**src/rtl/xcore_bpu_update_if.sv**
```systemverilog
// Update/lookup bundle between the MEM resolution unit, the IF stage and the BPU.
// master = resolution/fetch side driving requests, slave = the BPU.
interface xcore_bpu_update_if #(
  parameter int GHR_W = 6,
  parameter int CNT_W = 32
);
  logic             i_bjp_req;
  logic [31:0]      i_bjp_instr_pc;
  logic [2:0]       i_bjp_instr_type;
  logic [1:0]       i_bjp_update_bits;
  logic             i_bjp_jump_target;
  logic             i_bjp_predict_res;
  logic [31:0]      i_bjp_target;
  logic [31:0]      i_if_pc;
  logic             o_bp_ready;
  logic             o_bp_hit;
  logic             o_bp_deci;
  logic [31:0]      o_bp_target;
  logic [1:0]       o_bp_bim_bits;
  logic [GHR_W-1:0] o_bp_ghr;
  logic [CNT_W-1:0] o_bp_mispred_cnt;

  modport master (
    output i_bjp_req, i_bjp_instr_pc, i_bjp_instr_type, i_bjp_update_bits,
           i_bjp_jump_target, i_bjp_predict_res, i_bjp_target, i_if_pc,
    input  o_bp_ready, o_bp_hit, o_bp_deci, o_bp_target, o_bp_bim_bits,
           o_bp_ghr, o_bp_mispred_cnt
  );

  modport slave (
    input  i_bjp_req, i_bjp_instr_pc, i_bjp_instr_type, i_bjp_update_bits,
           i_bjp_jump_target, i_bjp_predict_res, i_bjp_target, i_if_pc,
    output o_bp_ready, o_bp_hit, o_bp_deci, o_bp_target, o_bp_bim_bits,
           o_bp_ghr, o_bp_mispred_cnt
  );
endinterface

```
**src/rtl/xcore_bpu_update.sv**
```systemverilog
// gshare BIM + direct-mapped BTB + GHR, updated from MEM resolution, looked up from IF.
// Define XCORE_BPU_BYPASS_EN to forward a same-cycle update into the lookup (write-first).
module xcore_bpu_update #(
  parameter int IDX_W = 6,
  parameter int GHR_W = 6,
  parameter int TAG_W = 8,
  parameter int CNT_W = 32
) (
  input logic               i_clk,
  input logic               i_rst,
  xcore_bpu_update_if.slave bp
);
  localparam int DEPTH = 1 << IDX_W;

  typedef enum logic {ST_INIT, ST_RUN} state_e;

  state_e                      state_q, state_d;
  logic [IDX_W-1:0]            init_cnt_q, init_cnt_d;
  logic [GHR_W-1:0]            ghr_q, ghr_d;
  logic [CNT_W-1:0]            mis_q, mis_d;
  logic [DEPTH-1:0][1:0]       bim_q;
  logic [DEPTH-1:0]            btb_vld_q, btb_jal_q;
  logic [DEPTH-1:0][TAG_W-1:0] btb_tag_q;
  logic [DEPTH-1:0][31:0]      btb_tgt_q;

  logic             run, upd_br, upd_jal, btb_we;
  logic [IDX_W-1:0] ghr_ext, u_bim_idx, u_btb_idx, l_bim_idx, l_btb_idx;
  logic [TAG_W-1:0] u_tag, l_tag;
  logic [1:0]       rd_bim;
  logic             rd_vld, rd_jal, hit, deci;
  logic [TAG_W-1:0] rd_tag;
  logic [31:0]      rd_tgt;
  logic             unused_pc;

  assign run       = (state_q == ST_RUN);
  assign upd_br    = run && bp.i_bjp_req && (bp.i_bjp_instr_type == 3'b100);
  assign upd_jal   = run && bp.i_bjp_req && (bp.i_bjp_instr_type == 3'b010);
  assign btb_we    = upd_jal || (upd_br && bp.i_bjp_jump_target);
  assign ghr_ext   = IDX_W'(ghr_q);
  assign u_btb_idx = bp.i_bjp_instr_pc[IDX_W+1:2];
  assign u_bim_idx = u_btb_idx ^ ghr_ext;
  assign u_tag     = bp.i_bjp_instr_pc[IDX_W+TAG_W+1:IDX_W+2];
  assign l_btb_idx = bp.i_if_pc[IDX_W+1:2];
  assign l_bim_idx = l_btb_idx ^ ghr_ext;
  assign l_tag     = bp.i_if_pc[IDX_W+TAG_W+1:IDX_W+2];
  assign unused_pc = ^{bp.i_bjp_instr_pc[1:0], bp.i_bjp_instr_pc[31:IDX_W+TAG_W+2],
                       bp.i_if_pc[1:0], bp.i_if_pc[31:IDX_W+TAG_W+2]};

  always_comb begin : fsm_next
    state_d    = state_q;
    init_cnt_d = init_cnt_q;
    if (state_q == ST_INIT) begin
      init_cnt_d = init_cnt_q + IDX_W'(1);
      if (&init_cnt_q) state_d = ST_RUN;
    end
  end

  always_comb begin : arch_next
    ghr_d = ghr_q;
    mis_d = mis_q;
    if (upd_br) ghr_d = {ghr_q[GHR_W-2:0], bp.i_bjp_jump_target};
    // Counter sticks at all-ones instead of wrapping.
    if ((upd_br || upd_jal) && bp.i_bjp_predict_res && !(&mis_q)) mis_d = mis_q + CNT_W'(1);
  end

  always_ff @(posedge i_clk) begin
    if (i_rst) begin
      state_q    <= ST_INIT;
      init_cnt_q <= '0;
      ghr_q      <= '0;
      mis_q      <= '0;
    end else begin
      state_q    <= state_d;
      init_cnt_q <= init_cnt_d;
      ghr_q      <= ghr_d;
      mis_q      <= mis_d;
    end
  end

  // Table storage has no reset; the INIT sweep gives it a defined state.
  always_ff @(posedge i_clk) begin
    if (!i_rst) begin
      if (!run) begin
        bim_q[init_cnt_q]     <= 2'b01;
        btb_vld_q[init_cnt_q] <= 1'b0;
      end else begin
        if (upd_br) bim_q[u_bim_idx] <= bp.i_bjp_update_bits;
        if (btb_we) begin
          btb_vld_q[u_btb_idx] <= 1'b1;
          btb_tag_q[u_btb_idx] <= u_tag;
          btb_tgt_q[u_btb_idx] <= bp.i_bjp_target;
          btb_jal_q[u_btb_idx] <= upd_jal;
        end
      end
    end
  end

  always_comb begin : lookup
    rd_bim = bim_q[l_bim_idx];
    rd_vld = btb_vld_q[l_btb_idx];
    rd_tag = btb_tag_q[l_btb_idx];
    rd_tgt = btb_tgt_q[l_btb_idx];
    rd_jal = btb_jal_q[l_btb_idx];
`ifdef XCORE_BPU_BYPASS_EN
    if (upd_br && (u_bim_idx == l_bim_idx)) rd_bim = bp.i_bjp_update_bits;
    if (btb_we && (u_btb_idx == l_btb_idx)) begin
      rd_vld = 1'b1;
      rd_tag = u_tag;
      rd_tgt = bp.i_bjp_target;
      rd_jal = upd_jal;
    end
`endif
    hit  = run && rd_vld && (rd_tag == l_tag);
    deci = hit && (rd_jal || rd_bim[1]);
  end

  assign bp.o_bp_ready       = run;
  assign bp.o_bp_hit         = hit;
  assign bp.o_bp_deci        = deci;
  assign bp.o_bp_target      = deci ? rd_tgt : bp.i_if_pc + 32'd4;
  assign bp.o_bp_bim_bits    = run ? rd_bim : 2'b01;
  assign bp.o_bp_ghr         = ghr_q;
  assign bp.o_bp_mispred_cnt = mis_q;
endmodule

```
**src/flat_wrapper.sv**
```systemverilog
// flat-port wrapper written by rule: the top's interface ports become plain ports
module xcore_bpu_update_flat 
#(
  parameter int IDX_W = 6,
  parameter int GHR_W = 6,
  parameter int TAG_W = 8,
  parameter int CNT_W = 32
)
  (i_clk, i_rst, bp_i_bjp_req, bp_i_bjp_instr_pc, bp_i_bjp_instr_type, bp_i_bjp_update_bits, bp_i_bjp_jump_target, bp_i_bjp_predict_res, bp_i_bjp_target, bp_i_if_pc, bp_o_bp_ready, bp_o_bp_hit, bp_o_bp_deci, bp_o_bp_target, bp_o_bp_bim_bits, bp_o_bp_ghr, bp_o_bp_mispred_cnt);
  xcore_bpu_update_if #(.GHR_W(GHR_W), .CNT_W(CNT_W)) bp_i ();
  input logic i_clk;
  input logic i_rst;
  input wire logic [$bits(bp_i.i_bjp_req)-1:0] bp_i_bjp_req;
  input wire logic [$bits(bp_i.i_bjp_instr_pc)-1:0] bp_i_bjp_instr_pc;
  input wire logic [$bits(bp_i.i_bjp_instr_type)-1:0] bp_i_bjp_instr_type;
  input wire logic [$bits(bp_i.i_bjp_update_bits)-1:0] bp_i_bjp_update_bits;
  input wire logic [$bits(bp_i.i_bjp_jump_target)-1:0] bp_i_bjp_jump_target;
  input wire logic [$bits(bp_i.i_bjp_predict_res)-1:0] bp_i_bjp_predict_res;
  input wire logic [$bits(bp_i.i_bjp_target)-1:0] bp_i_bjp_target;
  input wire logic [$bits(bp_i.i_if_pc)-1:0] bp_i_if_pc;
  output wire logic [$bits(bp_i.o_bp_ready)-1:0] bp_o_bp_ready;
  output wire logic [$bits(bp_i.o_bp_hit)-1:0] bp_o_bp_hit;
  output wire logic [$bits(bp_i.o_bp_deci)-1:0] bp_o_bp_deci;
  output wire logic [$bits(bp_i.o_bp_target)-1:0] bp_o_bp_target;
  output wire logic [$bits(bp_i.o_bp_bim_bits)-1:0] bp_o_bp_bim_bits;
  output wire logic [$bits(bp_i.o_bp_ghr)-1:0] bp_o_bp_ghr;
  output wire logic [$bits(bp_i.o_bp_mispred_cnt)-1:0] bp_o_bp_mispred_cnt;
  assign bp_i.i_bjp_req = bp_i_bjp_req;
  assign bp_i.i_bjp_instr_pc = bp_i_bjp_instr_pc;
  assign bp_i.i_bjp_instr_type = bp_i_bjp_instr_type;
  assign bp_i.i_bjp_update_bits = bp_i_bjp_update_bits;
  assign bp_i.i_bjp_jump_target = bp_i_bjp_jump_target;
  assign bp_i.i_bjp_predict_res = bp_i_bjp_predict_res;
  assign bp_i.i_bjp_target = bp_i_bjp_target;
  assign bp_i.i_if_pc = bp_i_if_pc;
  assign bp_o_bp_ready = bp_i.o_bp_ready;
  assign bp_o_bp_hit = bp_i.o_bp_hit;
  assign bp_o_bp_deci = bp_i.o_bp_deci;
  assign bp_o_bp_target = bp_i.o_bp_target;
  assign bp_o_bp_bim_bits = bp_i.o_bp_bim_bits;
  assign bp_o_bp_ghr = bp_i.o_bp_ghr;
  assign bp_o_bp_mispred_cnt = bp_i.o_bp_mispred_cnt;
  xcore_bpu_update #(.IDX_W(IDX_W), .GHR_W(GHR_W), .TAG_W(TAG_W), .CNT_W(CNT_W)) u_core (.i_clk(i_clk), .i_rst(i_rst), .bp(bp_i));
endmodule
```
**config.mk**
```make
export PLATFORM = sky130hd
export DESIGN_NAME = xcore_bpu_update_flat
export DESIGN_NICKNAME = d
export VERILOG_FILES = /design/src/rtl/xcore_bpu_update_if.sv /design/src/rtl/xcore_bpu_update.sv /design/src/flat_wrapper.sv
export SDC_FILE = /design/constraint.sdc
export NUM_CORES = 2
export LEC_CHECK = 0
export CAP_MARGIN = 30
export CORE_MARGIN = 4
export CORE_UTILIZATION = 45
export CTS_CLUSTER_SIZE = 40
export DETAILED_ROUTE_END_ITERATION = 10
export GPL_ROUTABILITY_DRIVEN = 1
export GPL_TIMING_DRIVEN = 0
export PLACE_DENSITY_LB_ADDON = 0.05
export SKIP_CTS_REPAIR_TIMING = 1
export SLEW_MARGIN = 25
export SYNTH_ARGS = -nofsm -noshare
export SYNTH_HDL_FRONTEND = slang
export SYNTH_SLANG_ARGS = --single-unit
```
**constraint.sdc**
```tcl
create_clock -name i_clk -period 9.2 [get_ports i_clk]
set_input_delay 1.84 -clock i_clk [delete_from_list [all_inputs] [get_ports i_clk]]
set_output_delay 1.84 -clock i_clk [all_outputs]
set_load 0.05 [all_outputs]
```
==> Implementation_results.wiki <==
{| class="wikitable"
! Metric !! Value
|-
| Run status || complete, but fails checks
|-
| Violated checks || negative setup slack
|-
| Global-route wire length before repair || ~530,000 µm
|-
| Synthesis Warnings || 0
|-
| Slew @ Worst Pin || ~1.1 ns
|-
| Vias per cell || roughly 6.4
|-
| Fraction of layout cells with a size suffix above 1 || around 30%
|-
| Cell chain of the critical path || dlymetal6s2s_1 -> buf_4 -> xor2_1 -> clkbuf_1 -> buf_1 -> mux4_2 -> mux4_2 -> mux4_2 -> nand2b_1 -> clkdlybuf4s50_1
|-
| Inst Count DP || approximately 9,200
|-
| Remaining max-slew budget at the tightest pin || 27.8%
|-
| Arr. time, crit path || 7.40 ns
|-
| Vias || 62,800
|-
| Global route overflow || 0
|-
| Final Hold Viols || 0
|-
| Die Area || approximately 260,000 µm²
|-
| Die width || between 500 and 600 µm
|-
| Peak per-stage delay on the critical path || between 0.8 and 0.9 ns
|-
| Sequential area share after synthesis || 74.8%
|-
| Number of enable flip-flop cells after synthesis || ~2,800
|-
| Start-to-end type of the worst setup path || in -> out
|-
| Highest clock rate || approximately 110 MHz
|-
| CP endpoint kind || output pin
|-
| Clock Latency Late Sink || roughly 0.94 ns
|-
| CTS tree || yes
|-
| Via count of the first global-routing pass || 62,100
|-
| Net count after synthesis || between 5,000 and 6,000
|-
| Summed negative setup slack over all endpoints || -0.0635 ns
|-
| Post-route cell area || approximately 140,000 µm²
|-
| Worst Skew || 0.0282 ns
|-
| Deepest clock path buffer count || 4
|-
| Slowest stage cell on the critical path || sky130_fd_sc_hd__xor2_1
|-
| Cell with the most instances on the worst path || sky130_fd_sc_hd__mux4_2
|-
| Path category of the worst min-delay check || reg -> reg
|-
| Post-DRT Antenna Nets || 0
|-
| Largest fanout of any net on the critical path || 10
|-
| HPWL after DPL || 278,000 µm
|-
| Count of placed standard cells in the final layout, fillers left out || approximately 9,800
|-
| Worst slack after detailed placement || -1.42 ns
|-
| Total power consumption of the routed design || 27.9 mW
|-
| PD cells || just over 200 nW/µm²
|-
| Overall global routing resource usage || between 20 and 30%
|-
| Top delay family on crit path || buffers and inverters
|-
| Required time reported for the critical path endpoint || 7.36 ns
|-
| CTS Root Buffer Type || sky130_fd_sc_hd__clkbuf_16
|-
| Time the worst path needs with I/O delays and setup || roughly 9.2 ns
|-
| Final-report setup violation count || 2
|-
| Placement Rows || 184
|-
| Share of the clock period used by the worst path after layout || 100%
|-
| Async set-reset flop share out of synthesis || 0%
|-
| Total wirelength of the detailed-routed design || slightly below 400,000 µm
|-
| Layout overhead on the synthesized area || 19.7%
|-
| Antenna violations before repair || 26
|-
| Top-level I/O count || between 150 and 200
|-
| Worst Slack Setup Final || -0.0351 ns
|-
| DR iter-0 viols || 9,098
|-
| Final count of pins violating max slew || 0
|-
| Clock Pin Slew Worst Setup and Hold Paths || 0.06 ns
|-
| Post-Place Cell Area || ~130,000 µm²
|-
| Post-route DRC || 0
|-
| Syn avg cell area || approximately 21 µm²
|-
| Largest net degree at the start of global routing || 65
|-
| CTS H-Tree Depth || 5
|-
| Area of the mapped netlist || 114,000 µm²
|-
| Total CTS buffers || around 320
|-
| Worst-case vdd ir drop || 0.172 mV
|-
| Starting Density || between 40% and 50%
|-
| Clock sink total || about 2,900
|-
| Max-cap viol count || 0
|-
| Core box area || between 200,000 and 300,000 µm²
|-
| Number of nets at the end of the flow || around 6,300
|-
| Count of state elements after synthesis || approximately 2,900
|-
| Initial DRT Pass Iterations || 10
|-
| Distinct cells, synth || 67
|-
| Leak pwr || 43.6 nW
|-
| Die outline height || approximately 500 µm
|-
| Nature of the critical path startpoint || primary input
|-
| Input/output buffers || about 160
|-
| RePlAce Congestion || a little under 0.9
|-
| Cells after synthesis || ~5,400
|-
| Average wire length per cell after detail routing || around 40 µm
|-
| Main synth FF type || sky130_fd_sc_hd__edfxtp_1
|-
| Unrepaired setup endpoints after global routing || yes
|-
| Sum of buffers and inverters on the critical path || 5
|}
layer usage:
| metal | track usage (%) | share of wire [%] |
|---|---|---|
| met1 | 40.3 | 39 |
| met2 | 48.5 | 49 |
| met3 | 5.34 | 8.4 |
| met4 | 9.50 | 3.5 |
| met5 | 0 | 0.0079 |
tightest hold or removal path, cell delays in order, from the launching register on:
cell                      delay (ns)
sky130_fd_sc_hd__dfxtp_1        0.33
sky130_fd_sc_hd__o21ai_0        0.07
sky130_fd_sc_hd__a21oi_1        0.06
power breakdown:
part | switching [mW] | total (mW) | internal [mW]
Clock | 5.10 | 11.9 | 6.80
Sequential | 0.0329 | 14.4 | 14.4
Combinational | 1.01 | 1.63 | 0.624
per-stage QoR:
step	util (%)	hold slack, ns
after CTS	54.1	0.511
final	54.3	0.506
after floorplan	-	0.523
after global placement	47.6	0.487
after detailed placement	50.3	0.501
after global routing	54.3	0.517
synthesized netlist by cell type (6+ instances only):
cell type	count	area share (%)
sky130_fd_sc_hd__a21oi_1	264	1.2
sky130_fd_sc_hd__a22o_1	6	0.046
sky130_fd_sc_hd__a22oi_1	24	0.16
sky130_fd_sc_hd__and2_1	13	0.071
sky130_fd_sc_hd__and3_1	17	0.093
sky130_fd_sc_hd__and3b_1	8	0.061
sky130_fd_sc_hd__buf_1	36	0.12
sky130_fd_sc_hd__buf_2	118	0.52
sky130_fd_sc_hd__buf_4	29	0.19
sky130_fd_sc_hd__clkbuf_1	147	0.48
sky130_fd_sc_hd__dfxtp_1	45	0.79
sky130_fd_sc_hd__edfxtp_1	2816	74
sky130_fd_sc_hd__mux2_2	20	0.20
sky130_fd_sc_hd__mux2_4	26	0.34
sky130_fd_sc_hd__mux2i_1	92	0.81
sky130_fd_sc_hd__mux4_2	844	17
sky130_fd_sc_hd__nand2_1	246	0.81
sky130_fd_sc_hd__nand2b_1	9	0.049
sky130_fd_sc_hd__nand3_1	58	0.25
sky130_fd_sc_hd__nand3b_1	6	0.039
sky130_fd_sc_hd__nand4_1	16	0.088
sky130_fd_sc_hd__nor2_1	205	0.67
sky130_fd_sc_hd__nor2b_1	21	0.11
sky130_fd_sc_hd__nor3_1	18	0.079
sky130_fd_sc_hd__nor3b_1	12	0.079
sky130_fd_sc_hd__o21ai_0	41	0.18
sky130_fd_sc_hd__o22ai_1	131	0.72
sky130_fd_sc_hd__or3_1	8	0.044
sky130_fd_sc_hd__xnor2_1	38	0.29
sky130_fd_sc_hd__xor2_1	40	0.31
flip-flops by register name, summed over array words and instances (netlist names), 6 cells and up:
register and flops:
u_core.bim_q 128, u_core.btb_vld_q 64, u_core.bp.o_bp_mispred_cnt 32, u_core.init_cnt_q 6
u_core.bp.o_bp_ghr 6, u_core.btb_jal_q 64, u_core.btb_tag_q 512, u_core.btb_tgt_q 2048
final timing paths:
check | from | end | slack [ns] | cells past startpoint
min reg2reg | u_core.bp.o_bp_mispred_cnt[28] | u_core.bp.o_bp_mispred_cnt[28] | 0.51 | 2
max | bp_i_if_pc[3] | bp_o_bp_bim_bits[0] | -0.04 | 10
max reg2reg | u_core.bp.o_bp_ready | u_core.btb_tgt_q[1364] | 4.17 | 10
min | u_core.bp.o_bp_mispred_cnt[28] | u_core.bp.o_bp_mispred_cnt[28] | 0.51 | 2
layout make-up:
class                           instances  area, µm²
Buffer                                335       1810
Fill cell                           19400     115000
Clock buffer                          389       8340
Clock inverter                        161       1120
Antenna cell                           12       30.0
Multi-Input combinational cell       2237      27900
Sequential cell                      2861      85500
Timing Repair Buffer                  455       7910
Inverter                                7       26.3
Tap cell                             3348       4190
logic make-up (layout without fill, tap and decap cells):
| logic type | Yosys count | count (layout) | share of synthesized area, % |
|---|---|---|---|
| flops | 2861 | 2861 | 74.8 |
| mux | 983 | 983 | 18.0 |
| simple gates | 663 | 663 | 2.63 |
| compound gates | 509 | 509 | 2.57 |
| buf+inv | 342 | 1347 | 1.38 |
| xor+xnor | 79 | 79 | 0.612 |
| fa+ha+maj | 3 | 3 | 0.0328 |
| other cells | 0 | 12 | 0 |
placed cells by master (no fill, tap or decap), types with 30 or more instances in the layout:
master	Yosys	routed
sky130_fd_sc_hd__mux2i_1	92	92
sky130_fd_sc_hd__buf_12	0	136
sky130_fd_sc_hd__clkinv_2	0	39
sky130_fd_sc_hd__clkbuf_4	0	60
sky130_fd_sc_hd__clkbuf_2	0	30
sky130_fd_sc_hd__mux4_2	844	844
sky130_fd_sc_hd__edfxtp_1	2816	2816
sky130_fd_sc_hd__o22ai_1	131	131
sky130_fd_sc_hd__o21ai_0	41	41
sky130_fd_sc_hd__clkbuf_16	0	323
sky130_fd_sc_hd__a21oi_1	264	263
sky130_fd_sc_hd__buf_2	118	108
sky130_fd_sc_hd__nor2_4	0	66
sky130_fd_sc_hd__buf_16	0	120
sky130_fd_sc_hd__clkinv_1	1	93
sky130_fd_sc_hd__buf_6	5	33
sky130_fd_sc_hd__xnor2_1	38	36
sky130_fd_sc_hd__clkbuf_1	147	184
sky130_fd_sc_hd__nor2_1	205	131
sky130_fd_sc_hd__clkdlybuf4s50_1	0	84
sky130_fd_sc_hd__buf_4	29	44
sky130_fd_sc_hd__nand2_1	246	246
sky130_fd_sc_hd__nand3_1	58	58
sky130_fd_sc_hd__dfxtp_1	45	45
sky130_fd_sc_hd__xor2_1	40	39
(Power assumes the default switching activity.)
